## src/rtl/seq_divider_if.sv

```systemverilog
// Operand/result handshake bundle for seq_divider.
// Signal suffixes are named from the divider's point of view.
interface seq_divider_if #(
    parameter int width_p = 8
);
    logic               valid_i;
    logic               ready_o;
    logic [width_p-1:0] dividend_i;
    logic [width_p-1:0] divisor_i;
    logic               valid_o;
    logic               ready_i;
    logic [width_p-1:0] quotient_o;
    logic [width_p-1:0] remainder_o;
    logic               div_by_zero_o;

    modport slave (
        input  valid_i, dividend_i, divisor_i, ready_i,
        output ready_o, valid_o, quotient_o, remainder_o, div_by_zero_o
    );

    modport master (
        output valid_i, dividend_i, divisor_i, ready_i,
        input  ready_o, valid_o, quotient_o, remainder_o, div_by_zero_o
    );
endinterface

```

## src/rtl/seq_divider.sv

```systemverilog
// Iterative unsigned restoring divider: one quotient bit per clock, MSB first.
// Operands in and results out over valid/ready; divide-by-zero just runs the algorithm.
module seq_divider #(
    parameter int width_p = 8
) (
    input  logic         clk_i,
    input  logic         reset_n_i,
    seq_divider_if.slave bus
);
    localparam int cnt_w_lp = $clog2(width_p + 1);

    typedef enum logic [1:0] {
        IDLE = 2'd0,
        BUSY = 2'd1,
        DONE = 2'd2
    } state_t;

    state_t              state_reg;
    logic [width_p-1:0]  q_reg;
    logic [width_p-1:0]  d_reg;
    logic [width_p-1:0]  r_reg;
    logic [cnt_w_lp-1:0] count_reg;
    logic                dbz_reg;

    logic [width_p:0]    trial;
    logic [width_p-1:0]  diff;
    logic                fits;

    // Only the low width_p bits of the partial remainder ever feed the next
    // trial, and after a subtraction the result is below D, so the stored
    // remainder and the difference can both be kept at width_p bits.
    always_comb begin
        trial = {r_reg, q_reg[width_p-1]};
        fits  = (trial >= {1'b0, d_reg});
        diff  = trial[width_p-1:0] - d_reg;
    end

    always_ff @(posedge clk_i or negedge reset_n_i) begin
        if (!reset_n_i) begin
            state_reg <= IDLE;
            q_reg     <= '0;
            d_reg     <= '0;
            r_reg     <= '0;
            count_reg <= '0;
            dbz_reg   <= 1'b0;
        end else begin
            case (state_reg)
                IDLE: begin
                    if (bus.valid_i) begin
                        q_reg     <= bus.dividend_i;
                        d_reg     <= bus.divisor_i;
                        r_reg     <= '0;
                        count_reg <= cnt_w_lp'(width_p);
                        dbz_reg   <= (bus.divisor_i == '0);
                        state_reg <= BUSY;
                    end
                end
                BUSY: begin
                    q_reg     <= {q_reg[width_p-2:0], fits};
                    r_reg     <= fits ? diff : trial[width_p-1:0];
                    count_reg <= count_reg - cnt_w_lp'(1);
                    if (count_reg == cnt_w_lp'(1)) begin
                        state_reg <= DONE;
                    end
                end
                DONE: begin
                    if (bus.ready_i) begin
                        state_reg <= IDLE;
                    end
                end
                default: state_reg <= IDLE;
            endcase
        end
    end

    // ready_o is gated by reset so it drops the moment reset asserts.
    assign bus.ready_o       = reset_n_i && (state_reg == IDLE);
    assign bus.valid_o       = (state_reg == DONE);
    assign bus.quotient_o    = q_reg;
    assign bus.remainder_o   = r_reg;
    assign bus.div_by_zero_o = dbz_reg;
endmodule

```

## src/flat_wrapper.sv

```systemverilog
// flat-port wrapper written by rule: the top's interface ports become plain ports
module seq_divider_flat 
#(
    parameter int width_p = 8
)
  (clk_i, reset_n_i, bus_valid_i, bus_dividend_i, bus_divisor_i, bus_ready_i, bus_ready_o, bus_valid_o, bus_quotient_o, bus_remainder_o, bus_div_by_zero_o);
  seq_divider_if #(.width_p(width_p)) bus_i ();
  input  logic clk_i;
  input  logic reset_n_i;
  input wire logic [$bits(bus_i.valid_i)-1:0] bus_valid_i;
  input wire logic [$bits(bus_i.dividend_i)-1:0] bus_dividend_i;
  input wire logic [$bits(bus_i.divisor_i)-1:0] bus_divisor_i;
  input wire logic [$bits(bus_i.ready_i)-1:0] bus_ready_i;
  output wire logic [$bits(bus_i.ready_o)-1:0] bus_ready_o;
  output wire logic [$bits(bus_i.valid_o)-1:0] bus_valid_o;
  output wire logic [$bits(bus_i.quotient_o)-1:0] bus_quotient_o;
  output wire logic [$bits(bus_i.remainder_o)-1:0] bus_remainder_o;
  output wire logic [$bits(bus_i.div_by_zero_o)-1:0] bus_div_by_zero_o;
  assign bus_i.valid_i = bus_valid_i;
  assign bus_i.dividend_i = bus_dividend_i;
  assign bus_i.divisor_i = bus_divisor_i;
  assign bus_i.ready_i = bus_ready_i;
  assign bus_ready_o = bus_i.ready_o;
  assign bus_valid_o = bus_i.valid_o;
  assign bus_quotient_o = bus_i.quotient_o;
  assign bus_remainder_o = bus_i.remainder_o;
  assign bus_div_by_zero_o = bus_i.div_by_zero_o;
  seq_divider #(.width_p(width_p)) u_core (.clk_i(clk_i), .reset_n_i(reset_n_i), .bus(bus_i));
endmodule
```

## config.mk

```make
export PLATFORM = sky130hd
export DESIGN_NAME = seq_divider_flat
export DESIGN_NICKNAME = d
export VERILOG_FILES = /design/src/rtl/seq_divider_if.sv /design/src/rtl/seq_divider.sv /design/src/flat_wrapper.sv
export SDC_FILE = /design/constraint.sdc
export NUM_CORES = 1
export LEC_CHECK = 0
export CORE_MARGIN = 8
export CORE_UTILIZATION = 45
export DETAILED_ROUTE_END_ITERATION = 7
export PLACE_DENSITY = 0.75
export SLEW_MARGIN = 5
export SYNTH_ARGS = -nofsm -noshare
export SYNTH_HDL_FRONTEND = slang
export SYNTH_SLANG_ARGS = --single-unit
export TNS_END_PERCENT = 30
```

## constraint.sdc

```tcl
create_clock -name clk_i -period 1.9 [get_ports clk_i]
set_input_delay 0.38 -clock clk_i [delete_from_list [all_inputs] [get_ports clk_i]]
set_output_delay 0.38 -clock clk_i [all_outputs]
set_load 0.005 [all_outputs]
```

# Word level (Yosys, flattened, before mapping)
# Index checks and enable logic that the tools add are counted.
dict set report word_totals {
  reg_bits 31
  out_inout_bits 19
  wordCells 33
}
dict set report classes {
  n_addsub 2
  order_cmp 1
  eq_ne 6
  mux 11
  reduce_logical 7
}
# cell count
set op_table {}
lappend op_table {{8-bit one-hot mux with 2 select lines} 2}
lappend op_table {{8-bit two-way mux} 3}
lappend op_table {{9-bit by 8-bit greater-or-equal comparator with 1-bit output} 1}
lappend op_table {{8-bit zero test} 1}
lappend op_table {{4-bit one-hot mux with 2 select lines} 1}
lappend op_table {{8-bit subtractor} 1}
lappend op_table {{2-bit two-way mux} 3}
lappend op_table {{2-bit one-hot mux with 3 select lines} 1}
lappend op_table {{4-bit by 1-bit == test with 1-bit output (second input constant)} 1}
lappend op_table {{4-bit two-way mux} 1}
lappend op_table {{2-bit inequality test (second input constant)} 2}
lappend op_table {{2-bit AND reduction} 2}
lappend op_table {{4-bit by 1-bit subtractor with 4-bit output (second input constant)} 1}
lappend op_table {{3-bit AND reduction} 1}
lappend op_table {{2-bit by 1-bit == test with 1-bit output (second input constant)} 1}
lappend op_table {{2-bit == test (second input constant)} 1}
lappend op_table {{2-bit zero test} 1}
lappend op_table {{2-bit by 1-bit inequality test with 1-bit output (second input constant)} 1}
lappend op_table {{2-bit nonzero test} 1}
lappend op_table {{1-bit logical AND} 1}

# Longest topological paths before layout
# Gate-level depths: netlist of the first run.
dict set report depth {
  word_depth 3
  ltp_mapped 8
}

# Least setup slack after synthesis of the first run
# OpenSTA, ideal clock, no wires.
dict set report synth_path {
  path_kind {reg-to-reg}
  start {register u_core.r_reg[3] (netlist: u_core.bus.remainder_o[3])}
  end {register u_core.r_reg[4] (netlist: u_core.bus.remainder_o[4])}
  arrival_ps 1808
  required_ps 1784
  setup_slack_ps -24
  path_stages_with_launch 8
  path_buffers 1
  period_less_slack_ps 1924
  cell_sequence {dfrtp_1 ha_1 and4_4 and2_4 a221oi_4 buf_6 nand3_1 o311ai_0}
}
dict set report synth_between {
  elab_chain_cells 3
  word_cells_on_any_way 4
}
# element line_no
set synth_rtl {}
lappend synth_rtl {{from (decl)} seq_divider.sv:21} ;# logic [width_p-1:0] r_reg;
lappend synth_rtl {{from (signal assigned)} seq_divider.sv:60} ;# r_reg <= fits ? diff : trial[width_p-1:0];
lappend synth_rtl {{8-bit subtractor or 9-bit by 8-bit greater-or-equal comparator with 1-bit output (tied branches)} {seq_divider.sv:35, seq_divider.sv:34}}
lappend synth_rtl {{8-bit two-way mux (*)} seq_divider.sv:60}
lappend synth_rtl {{8-bit one-hot mux with 2 select lines (*)} seq_divider.sv:47} ;# case (state_reg)
# Mark *: on every way between the ends. The rest lies on a longest branch, timed or not.
# A chain may end at the register's enable or synchronous reset.

# Worst setup path in the final report of the first run
dict set report layout_path {
  start {register u_core.q_reg[7] (netlist: u_core.bus.quotient_o[7])}
  end {register u_core.r_reg[6] (netlist: u_core.bus.remainder_o[6])}
}
dict set report layout_between {
  elab_chain_cells 3
  word_cells_on_any_way 4
}
# element line_no
set layout_rtl {}
lappend layout_rtl {{from (decl)} seq_divider.sv:19} ;# logic [width_p-1:0] q_reg;
lappend layout_rtl {{from (signal assigned)} seq_divider.sv:50} ;# q_reg <= bus.dividend_i;
lappend layout_rtl {{from (signal assigned)} seq_divider.sv:59} ;# q_reg <= {q_reg[width_p-2:0], fits};
lappend layout_rtl {{8-bit subtractor or 9-bit by 8-bit greater-or-equal comparator with 1-bit output (tied branches)} {seq_divider.sv:35, seq_divider.sv:34}}
lappend layout_rtl {{8-bit two-way mux (*)} seq_divider.sv:60}
lappend layout_rtl {{8-bit one-hot mux with 2 select lines (*)} seq_divider.sv:47}
# Marked as above.

==> metrics.md, run 1 <==
| Metric | Value |
|---|---|
| CTS Hold Bufs | 0 |
| Critical-path cell list | inv_1, ha_2, fa_2, nand2b_4, a21oi_4, mux2i_1, a31o_2, o21ai_1 |
| Port bufs | 38 |
| CP Capture Type | register |
| Cell count after synthesis | 192 |
| Largest net degree at the start of global routing | 32 |
| Slew Viols, Final | 0 |
| Max cap viols | 0 |
| Clock Latency Late Sink | 0.29 ns |
| # fillers | 291 |
| Synth Area per Inst | 9.21 sq um |
| Post-DRT Antenna Nets | 0 |
| Count of different cell masters after synthesis | 42 |
| 1st-pass router iterations | 5 |
| Final setup viols | 0 |
| Total Power | 5.63 mW |
| GRT Util Overall | 15.8% |
| DRT iter0 DRCs | 118 |
| DP Worst Slack | -0.0760 ns |
| Die height | 78.7 um |
| VDD IR-drop max | 0.00119 V |
| First-pass GRT wire length | 7850 um |
| Core ar. | 3720 sq um |
| RePlAce Congestion | 0.937 |
| DR vias/cell | 5.45 |
| Leak | 1.11 nW |
| HPWL Detailed | 3380 um |
| Worst slew pin tran | 0.789 ns |
| Status | finished, final reports clean |
| Post-synthesis sequential area ratio | 43.8% |
| Clk_skew | 0.00678 ns |
| Power per cell area | 2130 nW/um^2 |
| Syn. warnings | 0 |
| Crit Path Class | reg2reg |
| Width of the die | 78.7 um |
| Vias in the first global route | 1,719 |
| Post-Syn Area | 1770 sq um |
| Row cnt | 22 |
| Largest area contributor in the synthesized netlist | dfrtp_1 |
| Final Hold Fails | 0 |
| Nets | 290 |
| Worst Slack Setup Final | 0.00599 ns |
| CP Max Fanout | 3 |
| Crit share post-route | 99.7% |
| Grt ovf | 0 |
| WL/cell | 15.7 um |
| Hold Path Class | reg2reg |
| Area grow syn2layout | 49.3% |
| CTS buffer count | 5 |
| Mapped Nets | 223 |
| Maximum clock path buffer count | 2 |
| Setup crit start kind | register |
| Final WL | 4840 um |
| Clock sink total | 31 |
| Total number of vias | 1,680 |
| H-tree levels | 2 |
| Initial Util | 47.6% |
| RSZ-0062 raised after global routing | yes |
| Clock root cell | clkbuf_8 |
| Top cells by area, synth | dfrtp_1, ha_1, nand2_1 |
| Top-area cell type share of the netlist area | 43.8% |
| Final Critical Period | 1.89 ns |
| # diodes | 0 |
| Critical Path RT | 2.06 ns |
| Crit-path slowest cell | fa_2 |
| Critical path arrival | 2.05 ns |
| Worst stage delay on the critical path | 0.39 ns |
| F_max | 528 MHz |
| I/O pins | 39 |
| TritonCTS clock tree | done |
| Synth Register Bits | 31 |
| DR DRC count | 0 |
| CTS clk-pin slew, worst paths | 0.06 ns |
| Fraction of layout cells with a size suffix above 1 | 25.0% |
| Die area | 6190 sq um |
| Initial antenna violation count | 0 |
| Worst slew margin | 47.4% |
[logic make-up after synthesis]
| kind of cell | share of synthesized area (%) |
|---|---|
| and+or+nand+nor | 18.0 |
| AOI/OAI and AO/OA | 21.6 |
| DFF | 43.8 |
| buffers and inverters | 5.16 |
| adders and majority gates | 8.20 |
| xor gates and xnor gates | 1.98 |
| muxes | 1.13 |
[metrics by stage]
step           instances  util, %  hold slack (ns)  instance area, sq um  TNS (ns)
4_1_cts              307     68.9            0.485                  2560         0
2_1_floorplan        192        -           0.0844                  1780         0
6_report             308     71.1            0.480                  2640         0
5_1_grt              308     71.1            0.523                  2640    -0.146
3_5_place_dp         298     64.5            0.471                  2400    -0.333
3_3_place_gp         298     64.5            0.466                  2400    -0.109
[worst max-delay path, delay by kind of cell, from the launching register on]
family / cells / cell delay [ns]
fa+ha+maj: 2 / 0.59
flops: 1 / 0.36
compound gates: 3 / 0.35
mux: 1 / 0.24
simple gates: 1 / 0.16
buf+inv: 1 / 0.06
[layer usage]
layer / share of wire [%] / vias up / routed length, um / track usage, %
met2: 53 / 36 / 2550 / 28.7
met5: 0 / - / 0 / 0
met4: 2.0 / 0 / 97 / 6.85
met3: 4.1 / 10 / 197 / 2.93
met1: 41 / 812 / 1990 / 17.6
li1: - / 822 / - / -
[power breakdown]
| group | total [mW] | switching [mW] | internal, mW |
|---|---|---|---|
| clock network | 0.583 | 0.253 | 0.330 |
| logic | 3.81 | 1.81 | 2.00 |
| registers | 1.23 | 0.237 | 0.993 |
[cell usage after synthesis (all sizes together)]
master and instances:
nand2 32, dfrtp 31, o21ai 23, inv 13
ha 10, nand3 8, a21oi 7, a22oi 7
clkbuf 5, nor2 5, buf 4, nor2b 4
o311ai 4, a31oi 3, a32oi 3, and2 3
nand2b 3, nor3 3, xnor2 3, a31o 2
mux2i 2, nor4 2, o31ai 2, a211oi 1
a221oi 1, and4 1, fa 1, nand3b 1
nand4 1, nor4b 1, o211ai 1, o21bai 1
o311a 1, or2 1, or4 1, xor2 1
[what timing repair did]
| item | in CTS | in global routing |
|---|---|---|
| endpoints found under the setup margin | 9 | 10 |
| buffers inserted | 1 | 2 |
| pin swaps | 3 | 10 |
| resized for setup | 11 | 15 |
[area by class of cell]
type / instances / area (sq um) / area share, %
Timing Repair Buffer: 69 / 621 / 23.5
Sequential cell: 31 / 776 / 29.4
Clock buffer: 8 / 100 / 3.79
Multi-Input combinational cell: 139 / 1040 / 39.2
Inverter: 13 / 48.8 / 1.85
Tap cell: 48 / 60.1 / 2.27
[cell usage in the layout, fill, tap and decap left out, types with 4 or more instances in the layout]
cell             instances
a22oi_1                  7
buf_4                   29
clkbuf_8                 7
clkdlybuf4s50_1         38
dfrtp_1                 31
ha_1                     4
ha_4                     5
inv_1                    9
inv_2                    4
nand2_1                 32
nand3_1                  8
nor2_1                   4
nor2b_1                  4
o21ai_0                 18
o21ai_1                  4
[worst paths after layout]
| check | start | end | slack, ns | depth (start not counted) |
|---|---|---|---|---|
| max | u_core.bus.quotient_o[7] | u_core.bus.remainder_o[6] | 0.006 | 8 |
| min | u_core.bus.div_by_zero_o | u_core.bus.div_by_zero_o | 0.48 | 2 |
| max reg2reg | u_core.bus.quotient_o[7] | u_core.bus.remainder_o[6] | 0.006 | 8 |
| min reg2reg | u_core.bus.div_by_zero_o | u_core.bus.div_by_zero_o | 0.48 | 2 |
| max in group asynchronous | reset_n_i | u_core.d_reg[0] | 1.11 | 2 |
| min in group asynchronous | reset_n_i | u_core.bus.remainder_o[3] | 0.50 | 2 |
Power figures use the tool's default switching activity.
==> run 2, diff against run 1 <==
--- a/config.mk
+++ b/config.mk
@@ -9,7 +9,7 @@
 export CORE_UTILIZATION = 45
 export DETAILED_ROUTE_END_ITERATION = 7
 export PLACE_DENSITY = 0.75
-export SLEW_MARGIN = 5
+export SLEW_MARGIN = 20
 export SYNTH_ARGS = -nofsm -noshare
 export SYNTH_HDL_FRONTEND = slang
 export SYNTH_SLANG_ARGS = --single-unit
==> results of run 2 <==
Final layout, timing and power as in run 1 (identical DEF).
